==> src/rtl/std_occupancy_tracker.sv <==
// ---------------------------------------------------------------------------
// std_occupancy_tracker
//
// Purpose: a bank of CHANNELS independent occupancy trackers, one per channel.
// Each channel tracks a circular buffer of DEPTH entries: a write pointer
// (front_value), a read pointer (rear_value) and the occupancy (value). Each
// cycle a channel may push and/or pop a variable number of entries. A request
// that would overrun the capacity or underrun the occupancy is rejected and
// latched in a sticky error flag. All decisions use the occupancy as it was
// at the start of the cycle.
//
// Ports:
//   clk             in   rising-edge clock
//   rst             in   asynchronous active-high reset (all channels)
//   push_enable     in   [CHANNELS]              push request per channel
//   push_count      in   [CHANNELS][STEP_WIDTH]  entries to push
//   pop_enable      in   [CHANNELS]              pop request per channel
//   pop_count       in   [CHANNELS][STEP_WIDTH]  entries to pop
//   clear           in   [CHANNELS]              synchronous channel reinitialise
//   front_value     out  [CHANNELS][PTR_WIDTH]   write pointer
//   rear_value      out  [CHANNELS][PTR_WIDTH]   read pointer
//   value           out  [CHANNELS][COUNT_WIDTH] occupancy 0..DEPTH
//   empty           out  [CHANNELS]              value == 0
//   full            out  [CHANNELS]              value == DEPTH
//   almost_full     out  [CHANNELS]              value >= ALMOST_FULL
//   overflow_error  out  [CHANNELS]              sticky rejected-push flag
//   underflow_error out  [CHANNELS]              sticky rejected-pop flag
// ---------------------------------------------------------------------------
module std_occupancy_tracker #(
  parameter CLOCK_INFO = 'b0,
  parameter int CHANNELS = 2,
  parameter int DEPTH = 8,
  parameter int STEP_WIDTH = 2,
  parameter int ALMOST_FULL = DEPTH - 1
) (
  input  logic                                         clk,
  input  logic                                         rst,
  input  logic [CHANNELS-1:0]                          push_enable,
  input  logic [CHANNELS-1:0][STEP_WIDTH-1:0]          push_count,
  input  logic [CHANNELS-1:0]                          pop_enable,
  input  logic [CHANNELS-1:0][STEP_WIDTH-1:0]          pop_count,
  input  logic [CHANNELS-1:0]                          clear,
  output logic [CHANNELS-1:0][$clog2(DEPTH)-1:0]       front_value,
  output logic [CHANNELS-1:0][$clog2(DEPTH)-1:0]       rear_value,
  output logic [CHANNELS-1:0][$clog2(DEPTH+1)-1:0]     value,
  output logic [CHANNELS-1:0]                          empty,
  output logic [CHANNELS-1:0]                          full,
  output logic [CHANNELS-1:0]                          almost_full,
  output logic [CHANNELS-1:0]                          overflow_error,
  output logic [CHANNELS-1:0]                          underflow_error
);

  localparam int PTR_WIDTH   = $clog2(DEPTH);
  localparam int COUNT_WIDTH = $clog2(DEPTH+1);
  // Arithmetic width wide enough for both occupancy and step amounts, plus a
  // spare bit so that capacity comparisons never wrap.
  localparam int AW = ((COUNT_WIDTH > STEP_WIDTH) ? COUNT_WIDTH : STEP_WIDTH) + 1;

  // The registers below are implemented inline with rising-edge clocking and
  // asynchronous reset; a non-default clock descriptor selects no alternative
  // register flavour in this build.
  if (CLOCK_INFO != 0) begin : g_clock_info_nondefault
  end

  for (genvar gi = 0; gi < CHANNELS; gi++) begin : g_channel
    logic [PTR_WIDTH-1:0]   front_reg, front_next;
    logic [PTR_WIDTH-1:0]   rear_reg, rear_next;
    logic [COUNT_WIDTH-1:0] value_reg, value_next;
    logic                   overflow_reg, overflow_next;
    logic                   underflow_reg, underflow_next;

    logic [AW-1:0] push_amt, pop_amt, cur_amt, space_amt;
    logic [AW:0]   front_sum, rear_sum;
    logic          push_ok, pop_ok;

    always_comb begin
      push_amt  = AW'(push_count[gi]);
      pop_amt   = AW'(pop_count[gi]);
      cur_amt   = AW'(value_reg);
      space_amt = AW'(DEPTH) - cur_amt;

      // Acceptance uses only the occupancy at the start of the cycle: a
      // simultaneous pop frees no room for the push and vice versa.
      push_ok = push_enable[gi] && (push_amt <= space_amt);
      pop_ok  = pop_enable[gi] && (pop_amt <= cur_amt);

      // An accepted step never exceeds DEPTH, so the pointer sum is below
      // 2*DEPTH and one conditional subtract gives an exact modulo for any
      // DEPTH, power of two or not.
      front_sum = (AW+1)'(front_reg) + (AW+1)'(push_amt);
      if (front_sum >= (AW+1)'(DEPTH)) begin
        front_sum = front_sum - (AW+1)'(DEPTH);
      end
      rear_sum = (AW+1)'(rear_reg) + (AW+1)'(pop_amt);
      if (rear_sum >= (AW+1)'(DEPTH)) begin
        rear_sum = rear_sum - (AW+1)'(DEPTH);
      end

      front_next     = front_reg;
      rear_next      = rear_reg;
      value_next     = value_reg;
      overflow_next  = overflow_reg;
      underflow_next = underflow_reg;

      if (clear[gi]) begin
        front_next     = '0;
        rear_next      = '0;
        value_next     = '0;
        overflow_next  = 1'b0;
        underflow_next = 1'b0;
      end else begin
        if (push_ok) begin
          front_next = PTR_WIDTH'(front_sum);
        end else if (push_enable[gi]) begin
          overflow_next = 1'b1;
        end
        if (pop_ok) begin
          rear_next = PTR_WIDTH'(rear_sum);
        end else if (pop_enable[gi]) begin
          underflow_next = 1'b1;
        end
        value_next = COUNT_WIDTH'(cur_amt + (push_ok ? push_amt : '0)
                                          - (pop_ok ? pop_amt : '0));
      end
    end

    always_ff @(posedge clk or posedge rst) begin
      if (rst) begin
        front_reg     <= '0;
        rear_reg      <= '0;
        value_reg     <= '0;
        overflow_reg  <= 1'b0;
        underflow_reg <= 1'b0;
      end else begin
        front_reg     <= front_next;
        rear_reg      <= rear_next;
        value_reg     <= value_next;
        overflow_reg  <= overflow_next;
        underflow_reg <= underflow_next;
      end
    end

    assign front_value[gi]     = front_reg;
    assign rear_value[gi]      = rear_reg;
    assign value[gi]           = value_reg;
    assign overflow_error[gi]  = overflow_reg;
    assign underflow_error[gi] = underflow_reg;

    // Status flags decode the registered occupancy directly.
    assign empty[gi]       = (value_reg == '0);
    assign full[gi]        = (value_reg == COUNT_WIDTH'(DEPTH));
    assign almost_full[gi] = (value_reg >= COUNT_WIDTH'(ALMOST_FULL));
  end

endmodule

==> config.mk <==
export PLATFORM = sky130hd
export DESIGN_NAME = std_occupancy_tracker
export DESIGN_NICKNAME = d
export VERILOG_FILES = /design/src/rtl/std_occupancy_tracker.sv
export SDC_FILE = /design/constraint.sdc
export NUM_CORES = 1
export LEC_CHECK = 0
export CAP_MARGIN = 20
export CORE_UTILIZATION = 33
export CTS_CLUSTER_DIAMETER = 40
export DETAILED_ROUTE_END_ITERATION = 7
export SYNTH_ARGS = -nofsm -noshare
export SYNTH_HDL_FRONTEND = slang
export SYNTH_SLANG_ARGS = --single-unit
==> constraint.sdc <==
create_clock -name clk -period 4.3 [get_ports clk]
set_clock_uncertainty 0.2 [all_clocks]
set_input_delay 1.29 -clock clk [delete_from_list [all_inputs] [get_ports clk]]
set_output_delay 1.29 -clock clk [all_outputs]
set_load 0.05 [all_outputs]
# Yosys cells after proc, flatten, opt, wreduce, memory -nomap -nowiden

Index checks and enable logic that the tools add are counted.

Register bits: 24
Bits of input ports: 16
Output and inout port bits: 30
Word-level logic and storage cells: 88

Add/sub/neg operators: 14
Order comparisons: 10
Equal/unequal tests: 6
Multiplexer cells: 30
Reductions and logical operators: 18

Operator list:

| kind                  | number |
|---|---|
| $mux W3               | 12 |
| $add A3 B2 Y4         | 4 |
| $ge A4 B4 Y1 const B  | 4 |
| $reduce_bool A2 Y1    | 8 |
| $mux W1               | 12 |
| $sub A3 B1 Y3 const B | 4 |
| $le A2 B5 Y1          | 2 |
| $sub A4 B4 Y5 const A | 2 |
| $add A4 B2 Y4         | 2 |
| $eq A4 B4 Y1 const B  | 2 |
| $ge A4 B3 Y1 const B  | 2 |
| $le A2 B4 Y1          | 2 |
| $logic_not A4 Y1      | 2 |
| $mux W2               | 4 |
| $mux W4               | 2 |
| $ne A2 B2 Y1 const B  | 4 |
| $reduce_and A2 Y1     | 4 |
| $sub A4 B2 Y4         | 2 |
| $logic_and A1 B1 Y1   | 4 |

# Logic depth before layout (Yosys ltp)

Gate-level depths: netlist of run 1.

Depth after elaboration: 7
Gate-level depth with buffers: 15
Gate-level depth less buffers: 15

# Worst setup path after synthesis of run 1

Ideal clock, no wire load.

Path kind: input to register
Start: input push_count[3] (netlist bit)
End: register g_channel[1].value_reg[3]
Setup time: 0.132 ns
Data arrival time: 3.421 ns
Data required time: 3.968 ns
Setup slack: 0.547 ns
Stages on the path: 12
Path buffers: 0
Cell sequence: ha_1 > nand2b_1 > a221oi_4 > a21boi_2 > nand2_1 > fa_1 > inv_1 > ha_1 > a21o_1 > a21oi_1 > xnor2_1 > nor2_1

Longest elaborated chain between the ends: 6

Ends and longest elaborated chain:

| what                                 | RTL line | source |
|---|---|---|
| start, declared                      | 39       | `input logic [CHANNELS-1:0][STEP_WIDTH-1:0] push_count,` |
| $le A2 B5 Y1                         | 84       | `push_ok = push_enable[gi] && (push_amt <= space_amt);` |
| $logic_and A1 B1 Y1                  | 84       |  |
| $mux W2 *                            | 122      | `value_next = COUNT_WIDTH'(cur_amt + (push_ok ? push_amt : '0)` |
| $add A4 B2 Y4 *                      | 122      |  |
| $sub A4 B2 Y4 *                      | 123      | `- (pop_ok ? pop_amt : '0));` |
| $mux W4 *                            | 105      | `if (clear[gi]) begin` |
| named net g_channel[1].value_next[3] | 68       | `logic [COUNT_WIDTH-1:0] value_reg, value_next;` |
| end signal, assigned                 | 137      | `value_reg <= value_next;` |
| end, declared                        | 68       |  |

The timed path passes the listed nets; every way through them passes the cells marked *.
A chain may end at the register's enable or synchronous reset.

# Worst setup path in the final report of run 1

Start: input pop_count[0] (netlist bit)
End: register g_channel[0].value_reg[3]

Longest elaborated chain between the ends: 5

Ends and longest elaborated chain:

| what                                 | RTL line | source |
|---|---|---|
| start, declared                      | 41       | `input logic [CHANNELS-1:0][STEP_WIDTH-1:0] pop_count,` |
| $le A2 B4 Y1                         | 85       | `pop_ok = pop_enable[gi] && (pop_amt <= cur_amt);` |
| $logic_and A1 B1 Y1                  | 85       |  |
| $mux W2 *                            | 123      |  |
| $sub A4 B2 Y4 *                      | 123      |  |
| $mux W4 *                            | 105      |  |
| named net g_channel[0].value_next[3] | 68       |  |
| end signal, assigned                 | 137      |  |
| end, declared                        | 68       |  |

Marks and branches as above.

==> out/metrics.csv, run 1 <==
metric;value;unit
netlist_instances;199;
io_buffers;45;
core_area;5642;um^2
grt_use_total;13.21;%
seqPwrFrac;19.5;%
p_total;1.893;mW
critical_path_required;4.25;ns
powerDensity;712.0;nW/um^2
seq_area_frac_synth;30.30;%
wl_per_cell;12.26;um
top_usage_layer;met2;
finalSetupViolations;0;
vdd_ir_drop_max;0.0003278;V
clock_sinks;24;
synthToLayoutAreaGrowth;34.15;%
drt-pass1-iter-count;4;
endpoint_kind;flop;
drv_slew;0;
grt_pass1_vias;1435;
post_cts_buffers;0;
p_leak;1.259;nW
r2r-start;g_channel[0].value_reg[0];
synth.avg_cell_area;9.959;um^2
drive_above_1_share;10.28;%
layout_commonest_cell;clkdlybuf4s50_1;
io-pin-count;46;
hold-path-cell-count;2;
start_util;35.13;%
dr_total_vias;1492;
largest_reg_flops;8;
rsz0062_at_grt;false;
grt_first_pass_wirelength;6541;um
netlist_area;1982;um^2
grt_util_met3;2.057;%
postCtsHoldBufs;0;
async_reset_ff_share;100.0;%
clockRootBuffer;clkbuf_8;
crit_start;pop_count[0];
worstRegToRegCells;15;
cp_cell_sequence;clkdlybuf4s50_1, inv_1, ha_1, nand2_1, o211ai_1, and3_1, fa_1, inv_1, ha_1, a21o_1, a21oi_1, xnor2_1, nor2_1;
cts_resized;0;
grt_max_degree;25;
timing.hold.ws;0.2977;ns
overflow;0;
maxCapViolCount;0;
fp.dieArea;6319;um^2
fillerInstances;531;
min_period_over_period;93.48;%
arrival;3.96;ns
synthFlopType;dfrtp_1;
worstHoldStart;g_channel[0].underflow_reg;
multiInputGateArea;1235;um^2
max-slew-margin-rel;62.98;%
drt_iter0_drc;40;
fmax;0.2488;GHz
synth_edf_count;0;
cts_tree;built;
critPathKind;input pin to flop;
ys_ff_latch;24;
status;complete, no violations;
dp_hpwl;3269;um
synth_nets;253;
hold_violations;0;
critPathSlowestCell;fa_1;
cts_buffers;3;
detail-route-antenna-nets;0;
ys_types;29;
via_per_inst;4.591;
period_minus_slack;4.020;ns
drt_wl_total;3985;um
crit_path_start_kind;input pin;
swShare;48.90;%
regArea;600.6;um^2
crit_path_max_fanout;3;
min_path_type;flop to flop;
critPathMaxStageDelay;0.50;ns
critical_path.top_delay_family;adder cells;
internal_power;0.9673;mW
die_y;79.50;um
antenna_found_initial;0;
clkLatencyLatePin;0.27;ns
clockBufferDepth;2;
worst_slew_pin_slew;0.5535;ns
drt_drc_violations_left;0;
combPwrFrac;70.0;%
rows;27;
antenna_cells;0;
gr-usage-met2;22.48;%
mostFrequentLayoutCells;clkdlybuf4s50_1 (45), ha_1 (30), inv_1 (29);
clkPwrFrac;10.5;%
p_switching;0.9258;mW
cts_htree_levels;1;
grt_use_met1;17.57;%
place_congestion;0.7894;
nNetsFinal;308;
synth_warnings;0;
clk_pin_slew;0.09;ns
dieWidth;79.50;um
critPathBufInv;3;
crit_cells;13;
-- path summary, 6_finish.rpt --
check / end / slack, ns
setup / recovery: g_channel[0].value_reg[3] / 0.28
hold / removal: g_channel[0].underflow_reg / 0.30
setup reg to reg: g_channel[0].value_reg[3] / 0.85
hold reg to reg: g_channel[0].underflow_reg / 0.30
max in group asynchronous: g_channel[0].value_reg[0] / 2.37
min in group asynchronous: g_channel[1].value_reg[1] / 1.10
-- layer usage --
layer | vias to the layer above | routed length [um]
met4 | 0 | 34
met3 | 2 | 120
met5 | - | 0
met2 | 21 | 1952
li1 | 768 | -
met1 | 701 | 1877
-- layout make-up --
class / count / share of cell area, %
flip-flops and latches: 24 / 22.59
inverters: 29 / 4.094
clock inverters: 1 / 1.129
multi-input cells: 140 / 46.45
well taps: 72 / 3.388
clock buffers: 3 / 1.553
repair buffers: 56 / 20.80
-- synthesized netlist by cell type (all sizes together), types with 4 or more instances --
library cell,n,share of area (%)
ha,30,19
inv,29,5.5
dfrtp,24,30
a21oi,12,3.2
nand2,12,2.3
nand2b,10,3.2
nor2,10,1.9
fa,8,8.1
nor2b,8,3.3
mux2i,6,3.0
nand3,6,1.5
xnor2,6,2.7
and2,4,1.3
buf,4,1.5
nor3,4,1.0
o21ai,4,1.0
-- metrics by stage --
step / area [um^2] / setup TNS (ns) / util [%] / std cells / setup WS, ns
4_1_cts: 2631 / 0 / 46.64 / 324 / 0.2612
3_3_place_gp: 2560 / -0.01340 / 45.38 / 320 / -0.01340
6_report: 2659 / 0 / 47.13 / 325 / 0.2804
5_1_grt: 2659 / 0 / 47.13 / 325 / 0.1378
3_5_place_dp: 2560 / -0.03359 / 45.38 / 320 / -0.03359
2_1_floorplan: 1982 / 0 / - / 199 / 0.5468
-- cell families after synthesis --
family / synth area share, %
AO/OA/AOI/OAI: 12.69
XOR/XNOR: 2.651
adder cells (fa/ha/maj): 27.02
buffers and inverters: 7.386
flip-flops: 30.30
multiplexers: 4.167
AND/OR/NAND/NOR: 15.78
-- power groups by stage --
stage | combinational (mW) | sequential [mW] | clock [mW]
6_report | 1.33 | 0.368 | 0.199
5_1_grt | 1.44 | 0.382 | 0.219
4_1_cts | 1.34 | 0.371 | 0.211
3_5_place_dp | 1.34 | 0.375 | 0
3_3_place_gp | 1.31 | 0.376 | 0
2_1_floorplan | 0.808 | 0.542 | 0
-- worst register-to-register path: cells and delay by family (launching register included) --
| family | cells | cell delay (ns) |
|---|---|---|
| AO/OA/AOI/OAI | 4 | 0.73 |
| adder cells (fa/ha/maj) | 4 | 1.27 |
| AND/OR/NAND/NOR | 3 | 0.26 |
| flip-flops | 1 | 0.52 |
| XOR/XNOR | 1 | 0.13 |
| buffers and inverters | 3 | 0.24 |
Power figures use the tool's default switching activity.
==> run 2, diff against run 1 <==
Settings changed: TNS_END_PERCENT set to 50.
Clock period 4.3 ns to 5.1 ns, I/O delays scaled along.
==> out/metrics.csv, run 2 (synthesis results as in run 1) <==
metric;value;unit;change
cts_tree;built;;
synthToLayoutAreaGrowth;29.55;%;
io_buffers;45;;unchanged
p_total;1.529;mW;-19%
rsz0062_at_grt;false;;
top_usage_layer;met2;;
dieWidth;79.50;um;unchanged
vdd_ir_drop_max;0.0001979;V;-40%
die_y;79.50;um;unchanged
maxCapViolCount;0;;unchanged
post_cts_buffers;0;;unchanged
antenna_found_initial;0;;unchanged
reg2reg_slack;1.57;ns;+0.72 ns
clockRootBuffer;clkbuf_8;;
max-slew-margin-rel;64.28;%;+1.3 points
detail-route-antenna-nets;0;;unchanged
grt_pass1_vias;1523;;+6.1%
io-pin-count;46;;unchanged
via_per_inst;4.616;;+0.55%
dp.cells;310;;-3.1%
clk_pin_slew;0.09;ns;about the same
hold_violations;0;;unchanged
drive_above_1_share;6.584;%;-3.7 points
cts_resized;0;;unchanged
fmax;0.2270;GHz;
cts_buffers;3;;unchanged
crit_path_start_kind;input pin;;
drt_drc_violations_left;0;;unchanged
dr_total_vias;1454;;-2.5%
critPathSlowestCell;clkdlybuf4s50_1;;
postCtsHoldBufs;0;;unchanged
clock_sinks;24;;unchanged
post_dp_cell_area;2485;um^2;-2.9%
rows;27;;unchanged
grt_use_total;13.91;%;+0.71 points
timing.hold.ws;0.3017;ns;+0.003973 ns
critPathKind;input pin to flop;;
nNetsFinal;298;;-3.2%
dp_hpwl;3139;um;-4.0%
finalSetupViolations;0;;unchanged
core_area;5642;um^2;unchanged
min_path_type;flop to flop;;
grt_first_pass_wirelength;6913;um;+5.7%
status;complete, no violations;;
cp_cell_sequence;clkdlybuf4s50_1, ha_1, nand2b_1, a221oi_4, a21boi_2, nand2_1, fa_1, inv_1, ha_1, a21o_1, a21oi_1, xnor2_1, nor2_1;;
gr-usage-met2;22.91;%;+0.43 points
antenna_cells;0;;unchanged
place_congestion;0.7962;;+0.86%
critical_path_required;5.04;ns;+0.79 ns
drv_slew;0;;unchanged
drt_iter0_drc;24;;-40%
crit_path_max_fanout;4;;+1
powerDensity;595.7;nW/um^2;-16%
largest_reg_flops;8;;unchanged
arrival;4.35;ns;+0.39 ns
timing.final.ws_setup;0.6940;ns;+0.4136 ns
overflow;0;;unchanged
min_period_over_period;86.39;%;
fin_cells;315;;-3.1%
start_util;35.13;%;unchanged
fin_util;45.51;%;-1.6 points
dpl_worst_slack;0.3754;ns;+0.4089 ns
drt-pass1-iter-count;4;;unchanged
mostFrequentLayoutCells;clkdlybuf4s50_1 (45), ha_1 (30), inv_1 (29);;
design_area;2567;um^2;-3.4%
clockBufferDepth;2;;unchanged
endpoint_kind;flop;;
fp.dieArea;6319;um^2;unchanged
grt_use_met1;18.71;%;+1.1 points
clkLatencyLatePin;0.27;ns;about the same
setup_tns;0;ns;unchanged
path_common_cell;ha_1;;
grt_util_met3;1.600;%;-0.46 points
drt_wl_total;3897;um;-2.2%
grt_max_degree;25;;unchanged
fillerInstances;547;;+3.0%
cts_htree_levels;1;;unchanged
p_leak;1.204;nW;-4.4%
critPathMaxStageDelay;0.49;ns;about the same
wl_per_cell;12.37;um;+0.90%
layout_commonest_cell;clkdlybuf4s50_1;;
worst_slew_pin_slew;0.5341;ns;-0.01937 ns
period_minus_slack;4.406;ns;
## run 2: cell count changes in the layout (fill, tap and decap cells not counted), sizes merged
cell	previous run	this run
buf	11	1
bufinv	1	0
clkbuf	3	4
## run 2: critical path: cells and delay by family
kind,cells,cell delay [ns]
adder cells (fa/ha/maj),3,1.14
AO/OA/AOI/OAI,4,0.68
XOR/XNOR,1,0.14
buffers and inverters,2,0.56
AND/OR/NAND/NOR,3,0.29
## run 2: cell type report
type | count | area [um^2] | share of cell area [%]
Timing Repair Buffer | 46 | 478.0 | 18.62
Inverter | 29 | 108.9 | 4.240
Sequential cell | 24 | 600.6 | 23.39
Tap cell | 72 | 90.09 | 3.509
Multi-Input combinational cell | 140 | 1235 | 48.10
Clock buffer | 4 | 55.05 | 2.144
## run 2: worst paths after layout
kind / cells after the start / from / to
setup / recovery: 13 / push_count[1] / g_channel[0].value_reg[3]
hold / removal: 2 / g_channel[0].underflow_reg / g_channel[0].underflow_reg
setup reg to reg: 15 / g_channel[1].value_reg[0] / g_channel[1].value_reg[3]
hold reg to reg: 2 / g_channel[0].underflow_reg / g_channel[0].underflow_reg
max in group asynchronous: 3 / rst / g_channel[0].overflow_reg
min in group asynchronous: 2 / rst / g_channel[1].rear_reg[1]
## run 2: where the power goes
part           switching, mW  internal, mW  leakage, nW
combinational          0.646         0.440        0.854
clock                 0.0640        0.0690       0.0288
sequential            0.0648         0.245        0.321
total                  0.775         0.755         1.20
## run 2: layer usage
| metal | up-vias | routed length, um |
|---|---|---|
| met5 | - | 0 |
| met4 | 0 | 57 |
| met3 | 5 | 104 |
| met2 | 23 | 1838 |
| met1 | 683 | 1897 |
| li1 | 743 | - |
